--- src/rtl/sdpb_tap_sequencer_if.sv ---
// sdpb_tap_sequencer_if: sample input, RAM port pair and tap output of the tap sequencer.
// Latency: none, wires only.
// Backpressure: s_valid/s_ready on the sample side; the tap stream is not backpressured.
//
// Signals
//   s_valid/s_ready/s_data   sample handshake into the controller
//   ram_ada/ram_din/ram_cea  RAM write port (driven by the controller)
//   ram_adb/ram_ceb/ram_oce  RAM read port (driven by the controller)
//   ram_dout                 RAM read data (driven by the RAM)
//   tap_*                    tap stream towards the MAC
//   busy                     controller is not idle
//
// Modports
//   master : the controller (sdpb_tap_sequencer)
//   slave  : the surrounding logic (sample source, RAM, MAC)

interface sdpb_tap_sequencer_if #(
   parameter int ADDR_W = 8,
   parameter int DATA_W = 18
);

   // sample input
   logic              s_valid;
   logic              s_ready;
   logic [DATA_W-1:0] s_data;

   // RAM write port
   logic [ADDR_W-1:0] ram_ada;
   logic [DATA_W-1:0] ram_din;
   logic              ram_cea;

   // RAM read port
   logic [ADDR_W-1:0] ram_adb;
   logic              ram_ceb;
   logic              ram_oce;
   logic [DATA_W-1:0] ram_dout;

   // tap stream
   logic              tap_valid;
   logic [DATA_W-1:0] tap_data;
   logic [ADDR_W-1:0] tap_idx;
   logic              tap_first;
   logic              tap_last;

   // status
   logic              busy;

   modport master (
      input  s_valid, s_data, ram_dout,
      output s_ready,
      output ram_ada, ram_din, ram_cea,
      output ram_adb, ram_ceb, ram_oce,
      output tap_valid, tap_data, tap_idx, tap_first, tap_last,
      output busy
   );

   modport slave (
      output s_valid, s_data, ram_dout,
      input  s_ready,
      input  ram_ada, ram_din, ram_cea,
      input  ram_adb, ram_ceb, ram_oce,
      input  tap_valid, tap_data, tap_idx, tap_first, tap_last,
      input  busy
   );

endinterface : sdpb_tap_sequencer_if

--- src/rtl/sdpb_tap_sequencer.sv ---
// sdpb_tap_sequencer: ring-buffer delay line controller for one simple-dual-port RAM; writes
// Latency: each sample then reads NTAPS taps newest-first. Accept cycle -> tap 0 valid 3 cycles later.
// Backpressure: s_ready only in IDLE, so one sample per NTAPS+3 cycles; tap stream has no backpressure.
//
// Ports
//   clk    single clock for the controller and both RAM ports
//   reset  synchronous, active-high; restarts the zero-fill and drops in-flight taps
//   bus    sdpb_tap_sequencer_if.master: sample handshake, RAM ports, tap stream, busy
//
// Sequence per sample: IDLE (accept) -> WRITE (1) -> READ (NTAPS) -> DRAIN (1) -> IDLE.
// After reset the whole ring is written with zeros (CLEAR) so taps older than the
// number of samples written read as 0.

module sdpb_tap_sequencer #(
   parameter int ADDR_W = 8,
   parameter int DATA_W = 18,
   parameter int NTAPS  = 16
) (
   input  logic                  clk,
   input  logic                  reset,
   sdpb_tap_sequencer_if.master  bus
);

   localparam int DEPTH = 2 ** ADDR_W;

   generate
      if (NTAPS < 1 || NTAPS > DEPTH) begin : g_bad_ntaps
         $error("sdpb_tap_sequencer: NTAPS must lie in 1..2**ADDR_W");
      end
   endgenerate

   // Terminal counts. k and clr_cnt carry one extra bit so a full-depth count fits.
   localparam logic [ADDR_W:0]   CLR_LAST = (ADDR_W+1)'(DEPTH - 1);
   localparam logic [ADDR_W:0]   K_LAST   = (ADDR_W+1)'(NTAPS - 1);
   localparam logic [ADDR_W:0]   CNT_ONE  = (ADDR_W+1)'(1);
   localparam logic [ADDR_W-1:0] PTR_ONE  = ADDR_W'(1);
   localparam logic [ADDR_W-1:0] IDX_LAST = ADDR_W'(NTAPS - 1);

   typedef enum logic [2:0] {
      ST_CLEAR,
      ST_IDLE,
      ST_WRITE,
      ST_READ,
      ST_DRAIN
   } state_t;

   // Registered tap-side state, one bundle per returning read.
   typedef struct packed {
      logic              vld;
      logic [ADDR_W-1:0] idx;
   } tap_t;

   state_t            state_q;
   state_t            state_d;

   logic [ADDR_W:0]   clr_cnt_q;   // zero-fill address counter
   logic [ADDR_W-1:0] wr_ptr_q;    // ring slot the next sample goes to
   logic [ADDR_W-1:0] base_q;      // slot of the sample currently being processed
   logic [DATA_W-1:0] smp_q;       // sample held between accept and WRITE
   logic [ADDR_W:0]   k_q;         // tap counter during READ
   tap_t              tap_q;

   // Combinational decode of the registered state.
   logic              s_ready_c;
   logic              cea_c;
   logic [ADDR_W-1:0] ada_c;
   logic [DATA_W-1:0] din_c;
   logic              ceb_c;
   logic [ADDR_W-1:0] adb_c;
   logic              busy_c;

   // ------------------------------------------------------------------
   // State and datapath registers
   // ------------------------------------------------------------------
   always_ff @(posedge clk) begin
      if (reset) begin
         state_q   <= ST_CLEAR;
         clr_cnt_q <= '0;
         wr_ptr_q  <= '0;
         base_q    <= '0;
         smp_q     <= '0;
         k_q       <= '0;
         tap_q     <= '0;
      end else begin
         state_q <= state_d;

         // The RAM returns data one cycle after a read-enable cycle, so the tap
         // qualifiers are simply the READ decode and k delayed by one cycle.
         tap_q.vld <= (state_q == ST_READ);
         tap_q.idx <= k_q[ADDR_W-1:0];

         case (state_q)
            ST_CLEAR: begin
               clr_cnt_q <= clr_cnt_q + CNT_ONE;
            end
            ST_IDLE: begin
               if (bus.s_valid) begin
                  smp_q  <= bus.s_data;
                  base_q <= wr_ptr_q;
               end
            end
            ST_WRITE: begin
               k_q <= '0;
            end
            ST_READ: begin
               k_q <= k_q + CNT_ONE;
            end
            ST_DRAIN: begin
               // The pointer only advances once all taps of this sample are read,
               // so base_q and wr_ptr_q agree again by the next accept.
               wr_ptr_q <= wr_ptr_q + PTR_ONE;
            end
            default: begin
            end
         endcase
      end
   end

   // ------------------------------------------------------------------
   // Next state and RAM/handshake decode
   // ------------------------------------------------------------------
   always_comb begin
      state_d   = state_q;
      s_ready_c = 1'b0;
      cea_c     = 1'b0;
      ada_c     = '0;
      din_c     = '0;
      ceb_c     = 1'b0;
      adb_c     = '0;
      busy_c    = 1'b1;

      case (state_q)
         ST_CLEAR: begin
            cea_c = 1'b1;
            ada_c = clr_cnt_q[ADDR_W-1:0];
            if (clr_cnt_q == CLR_LAST) begin
               state_d = ST_IDLE;
            end
         end

         ST_IDLE: begin
            busy_c    = 1'b0;
            s_ready_c = 1'b1;
            if (bus.s_valid) begin
               state_d = ST_WRITE;
            end
         end

         ST_WRITE: begin
            // Written one edge before the first read, so tap 0 is the new sample
            // without relying on RAM read-during-write behaviour.
            cea_c   = 1'b1;
            ada_c   = base_q;
            din_c   = smp_q;
            state_d = ST_READ;
         end

         ST_READ: begin
            // Walk backwards from the newest slot; the subtraction wraps around the ring.
            ceb_c = 1'b1;
            adb_c = base_q - k_q[ADDR_W-1:0];
            if (k_q == K_LAST) begin
               state_d = ST_DRAIN;
            end
         end

         ST_DRAIN: begin
            // Idle RAM cycle while the last tap comes back.
            state_d = ST_IDLE;
         end

         default: begin
            state_d = ST_CLEAR;
         end
      endcase
   end

   // ------------------------------------------------------------------
   // Outputs
   // ------------------------------------------------------------------
   assign bus.s_ready   = s_ready_c;
   assign bus.busy      = busy_c;

   assign bus.ram_cea   = cea_c;
   assign bus.ram_ada   = ada_c;
   assign bus.ram_din   = din_c;
   assign bus.ram_ceb   = ceb_c;
   assign bus.ram_adb   = adb_c;
   assign bus.ram_oce   = 1'b1;   // RAM runs in bypass read mode

   assign bus.tap_valid = tap_q.vld;
   assign bus.tap_idx   = tap_q.idx;
   assign bus.tap_data  = bus.ram_dout;
   assign bus.tap_first = tap_q.vld && (tap_q.idx == '0);
   assign bus.tap_last  = tap_q.vld && (tap_q.idx == IDX_LAST);

endmodule : sdpb_tap_sequencer

--- src/flat_wrapper.sv ---
// flat-port wrapper written by rule: the top's interface ports become plain ports
module sdpb_tap_sequencer_flat 
#(
   parameter int ADDR_W = 8,
   parameter int DATA_W = 18,
   parameter int NTAPS  = 16
)
  (clk, reset, bus_s_valid, bus_s_data, bus_ram_dout, bus_s_ready, bus_ram_ada, bus_ram_din, bus_ram_cea, bus_ram_adb, bus_ram_ceb, bus_ram_oce, bus_tap_valid, bus_tap_data, bus_tap_idx, bus_tap_first, bus_tap_last, bus_busy);
  sdpb_tap_sequencer_if #(.ADDR_W(ADDR_W), .DATA_W(DATA_W)) bus_i ();
  input  logic clk;
  input  logic reset;
  input wire logic [$bits(bus_i.s_valid)-1:0] bus_s_valid;
  input wire logic [$bits(bus_i.s_data)-1:0] bus_s_data;
  input wire logic [$bits(bus_i.ram_dout)-1:0] bus_ram_dout;
  output wire logic [$bits(bus_i.s_ready)-1:0] bus_s_ready;
  output wire logic [$bits(bus_i.ram_ada)-1:0] bus_ram_ada;
  output wire logic [$bits(bus_i.ram_din)-1:0] bus_ram_din;
  output wire logic [$bits(bus_i.ram_cea)-1:0] bus_ram_cea;
  output wire logic [$bits(bus_i.ram_adb)-1:0] bus_ram_adb;
  output wire logic [$bits(bus_i.ram_ceb)-1:0] bus_ram_ceb;
  output wire logic [$bits(bus_i.ram_oce)-1:0] bus_ram_oce;
  output wire logic [$bits(bus_i.tap_valid)-1:0] bus_tap_valid;
  output wire logic [$bits(bus_i.tap_data)-1:0] bus_tap_data;
  output wire logic [$bits(bus_i.tap_idx)-1:0] bus_tap_idx;
  output wire logic [$bits(bus_i.tap_first)-1:0] bus_tap_first;
  output wire logic [$bits(bus_i.tap_last)-1:0] bus_tap_last;
  output wire logic [$bits(bus_i.busy)-1:0] bus_busy;
  assign bus_i.s_valid = bus_s_valid;
  assign bus_i.s_data = bus_s_data;
  assign bus_i.ram_dout = bus_ram_dout;
  assign bus_s_ready = bus_i.s_ready;
  assign bus_ram_ada = bus_i.ram_ada;
  assign bus_ram_din = bus_i.ram_din;
  assign bus_ram_cea = bus_i.ram_cea;
  assign bus_ram_adb = bus_i.ram_adb;
  assign bus_ram_ceb = bus_i.ram_ceb;
  assign bus_ram_oce = bus_i.ram_oce;
  assign bus_tap_valid = bus_i.tap_valid;
  assign bus_tap_data = bus_i.tap_data;
  assign bus_tap_idx = bus_i.tap_idx;
  assign bus_tap_first = bus_i.tap_first;
  assign bus_tap_last = bus_i.tap_last;
  assign bus_busy = bus_i.busy;
  sdpb_tap_sequencer #(.ADDR_W(ADDR_W), .DATA_W(DATA_W), .NTAPS(NTAPS)) u_core (.clk(clk), .reset(reset), .bus(bus_i));
endmodule
--- config.mk ---
export PLATFORM = sky130hd
export DESIGN_NAME = sdpb_tap_sequencer_flat
export DESIGN_NICKNAME = d
export VERILOG_FILES = /design/src/rtl/sdpb_tap_sequencer_if.sv /design/src/rtl/sdpb_tap_sequencer.sv /design/src/flat_wrapper.sv
export SDC_FILE = /design/constraint.sdc
export NUM_CORES = 1
export LEC_CHECK = 0
export ABC_AREA = 0
export CAP_MARGIN = 20
export CORE_AREA = 10 10 129 72
export DETAILED_ROUTE_END_ITERATION = 8
export DIE_AREA = 0 0 139 82
export GPL_TIMING_DRIVEN = 0
export PLACE_DENSITY = 0.9
export SYNTH_ARGS = -nofsm -noshare
export SYNTH_HDL_FRONTEND = slang
export SYNTH_SLANG_ARGS = --single-unit
--- constraint.sdc ---
create_clock -name clk -period 2.7 [get_ports clk]
set_input_delay 0.27 -clock clk [delete_from_list [all_inputs] [get_ports clk]]
set_output_delay 0.27 -clock clk [all_outputs]
set_load 0.01 [all_outputs]
==> results.sh <==
export IMPL_fin_util_pct=65.1
export IMPL_setup_viol=0
export IMPL_post_cts_resize_count=14
export IMPL_first_pass_iters=5
export IMPL_fin_nets=573
export IMPL_yosysWarningCount=0
export IMPL_post_route_period_util_pct=97.1
export IMPL_cts_sinks=64
export IMPL_syn_nets=476
export IMPL_clock_fmax_ghz=0.381
export IMPL_hold_violations=0
export IMPL_min_path_type="in2reg"
export IMPL_antenna_found_initial=0
export IMPL_stdcell_count=622
export IMPL_hold_buffers=0
export IMPL_yosys_area_share_simple_pct=29.6
export IMPL_ys_async_sr_fraction_pct=0
export IMPL_skew_ns=0.00880
export IMPL_whs_path_depth=2
export IMPL_syn_cell_area_mm2=0.00332
export IMPL_startpoint_type="register"
export IMPL_synth_top_family_by_area="simple AND/OR/NAND/NOR gates"
export IMPL_slew_headroom_pct=45.8
export IMPL_crit_chain="inv_1, ha_1, nor2b_1, o31a_1, or4_1, nand3_1, clkdlybuf4s15_1"
export IMPL_rsz0062_at_grt="no"
export IMPL_num_rows=22
export IMPL_layout_common_cells="clkdlybuf4s50_1 (81), nand2_1 (72), dfxtp_1 (58), nor2_1 (43), a21oi_1 (38)"
export IMPL_end_kind="output port"
export IMPL_cap_violations=0
export IMPL_clk_pin_slew_ns=0.05
export IMPL_drv_slew=0
export IMPL_crit_fanout=5
export IMPL_outcome="finished, final reports clean"
export IMPL_grt_max_degree=12
export IMPL_core_area_mm2=0.00710
export IMPL_p_leak_nw=1.81
export IMPL_clk_latency_ns=0.33
export IMPL_drc=0
export IMPL_ys_types=38
export IMPL_netlist_instances=424
export IMPL_r2r_cells=5
export IMPL_grtUsageTotal_pct=17.3
export IMPL_hold_path_end="u_core.bus.tap_idx[0]$_SDFF_PP0_"
export IMPL_tns_ns=0
export IMPL_die_height_um=82
export IMPL_fill_cells=585
export IMPL_overflow=0
export IMPL_synth_edf_count=0
export IMPL_first_global_vias=3250
export IMPL_synthAdderAreaFrac_pct=5.12
export IMPL_max_stage_delay_ns=0.47
export IMPL_final_common_cell="clkdlybuf4s50_1"
export IMPL_rr_startpoint="u_core.state_q[0]$_SDFFE_PP0P_"
export IMPL_synth_xor_area_share_pct=4.48
export IMPL_synth_compound_area_share_pct=9.83
export IMPL_synth_mux_area_share_pct=3.01
export IMPL_required_ns=2.43
export IMPL_cp_arrival_ns=2.35
export IMPL_io_pins=107
export IMPL_post_dp_hpwl_um=7790
export IMPL_syn_to_final_growth_pct=39.2
export IMPL_drt_iter0_drc=300
export IMPL_gp_congestion=0.918
export IMPL_slowest_stage="or4_1"
export IMPL_num_vias=3338
export IMPL_numCtsBuffers=9
export IMPL_r2r_slack_ns=0.92
export IMPL_diodes=0
export IMPL_io_buffers=86
export IMPL_ys_ff_latch=64
export IMPL_die_w_um=139
export IMPL_ctsHtreeMaxLevel=3
export IMPL_p_per_area_mw_per_mm2=484
export IMPL_cts_setup_buffers=0
export IMPL_die_area_mm2=0.0114
export IMPL_wl_per_cell_um=16.5
export IMPL_dp_cells=606
export IMPL_ir_worst_vdd_v=0.000262
export IMPL_yosysSeqAreaShare_pct=38.6
export IMPL_via_per_inst=5.37
export IMPL_hp_start="reset"
export IMPL_cts_root_buf="clkbuf_16"
export IMPL_worstSetupPathType="reg2out"
export IMPL_grt_pass1_wl_um=16100
export IMPL_min_period_ns=2.62
export IMPL_initial_core_util_pct=46.8
export IMPL_synth_flop_cell="dfxtp_1"
export IMPL_drive_above_1_share_pct=11.2
export IMPL_totalWireLength_um=10300
export IMPL_rr_endpoint="u_core.smp_q[16]$_SDFFE_PP0P_"
export IMPL_worst_slew_pin_slew_ns=0.807
export IMPL_avgSynthCellArea_um2=7.83
export IMPL_clockBufferDepth=2
export IMPL_ant_nets=0
export IMPL_cts_tree="yes"
final cells by class:
| cell class | count | area, µm² | area share, % |
|---|---|---|---|
| Multi-Input combinational cell | 302 | 1750 | 37.9 |
| Sequential cell | 64 | 1290 | 27.9 |
| Timing Repair Buffer | 86 | 856 | 18.5 |
| Buffer | 43 | 253 | 5.47 |
| Clock buffer | 11 | 243 | 5.25 |
| Tap cell | 96 | 120 | 2.60 |
| Clock inverter | 5 | 56.3 | 1.22 |
| Inverter | 15 | 56.3 | 1.22 |
registers in the layout, indices dropped and copies added, names as in the netlist:
register / flops
u_core.k_q: 9
u_core.base_q: 8
u_core.state_q: 3
u_core.bus.tap_idx: 8
u_core.wr_ptr_q: 8
u_core.bus.tap_valid: 1
u_core.clr_cnt_q: 9
u_core.smp_q: 18
critical path, delay by kind of cell, from the launching register on:
kind	cells	cell delay (ns)
DFF	1	0.37
buffers and inverters	2	0.35
and+or+nand+nor	3	0.73
adders and majority gates	1	0.29
AOI/OAI and AO/OA	1	0.28
where the power goes:
group | switching (W) | internal [W]
clock network | 0.000418 | 0.000737
registers | 0.00000575 | 0.000949
logic | 0.0000504 | 0.0000795
total | 0.000474 | 0.00177
stage by stage:
stage	instance area, µm²	setup WS, ns	hold WS, ns	total power (W)
after global routing	4620	0.00829	0.470	0.00230
after global placement	4300	0.103	0.437	0.00110
after CTS	4610	0.0589	0.397	0.00225
final	4620	0.0780	0.413	0.00224
after detailed placement	4300	0.0671	0.445	0.00110
after floorplan	3320	0.725	0.406	0.00103
routing by layer:
layer  vias up  global-route usage [%]  share of wire [%]
met5         -                       0                  0
met4         0                    5.28                1.2
met3        19                    6.79                8.8
met2       138                    28.9                 47
met1      1582                    20.5                 43
li1       1599                       -                  -
cells in the mapped netlist (all sizes together), types with 3 or more instances:
cell    instances  share of area (%)
a211oi          3               0.68
a21oi          39                5.9
and3           26                4.9
buf            26                5.7
clkbuf         17                1.9
dfxtp          64                 39
ha             12                4.5
inv            15                1.7
mux2i          10                3.0
nand2          72                8.1
nand2b          4               0.75
nand3           6               0.90
nand4           9                1.7
nor2           43                4.9
nor2b           5               0.94
nor3           12                1.8
nor3b           6                1.7
nor4            5                1.4
o21ai          13                2.0
or3             3               0.57
or4             3               0.68
xnor2           6                1.6
xor2           11                2.9
cells by family after synthesis:
| kind of cell | after synthesis |
|---|---|
| XOR/XNOR | 17 |
| other | 1 |
| adder cells (fa/ha/maj) | 13 |
| buffers and inverters | 58 |
| AO/OA/AOI/OAI | 61 |
| multiplexers | 10 |
| flip-flops | 64 |
| AND/OR/NAND/NOR | 200 |
how the worst max path moves through the flow:
stage / start / to / slack [ns] / cells past startpoint
after global placement: u_core.k_q[0]$_SDFFE_PP0P_ / bus_ram_adb[6] / 0.10 / 8
after global routing: u_core.k_q[1]$_SDFFE_PP0P_ / bus_ram_adb[5] / 0.008 / 7
after CTS: u_core.k_q[1]$_SDFFE_PP0P_ / bus_ram_adb[5] / 0.06 / 7
final: u_core.k_q[1]$_SDFFE_PP0P_ / bus_ram_adb[5] / 0.08 / 7
after floorplan: u_core.k_q[1]$_SDFFE_PP0P_ / bus_ram_adb[5] / 0.72 / 6
after detailed placement: u_core.k_q[1]$_SDFFE_PP0P_ / bus_ram_adb[5] / 0.07 / 7
No activity file was read; power rests on OpenSTA's default activity.
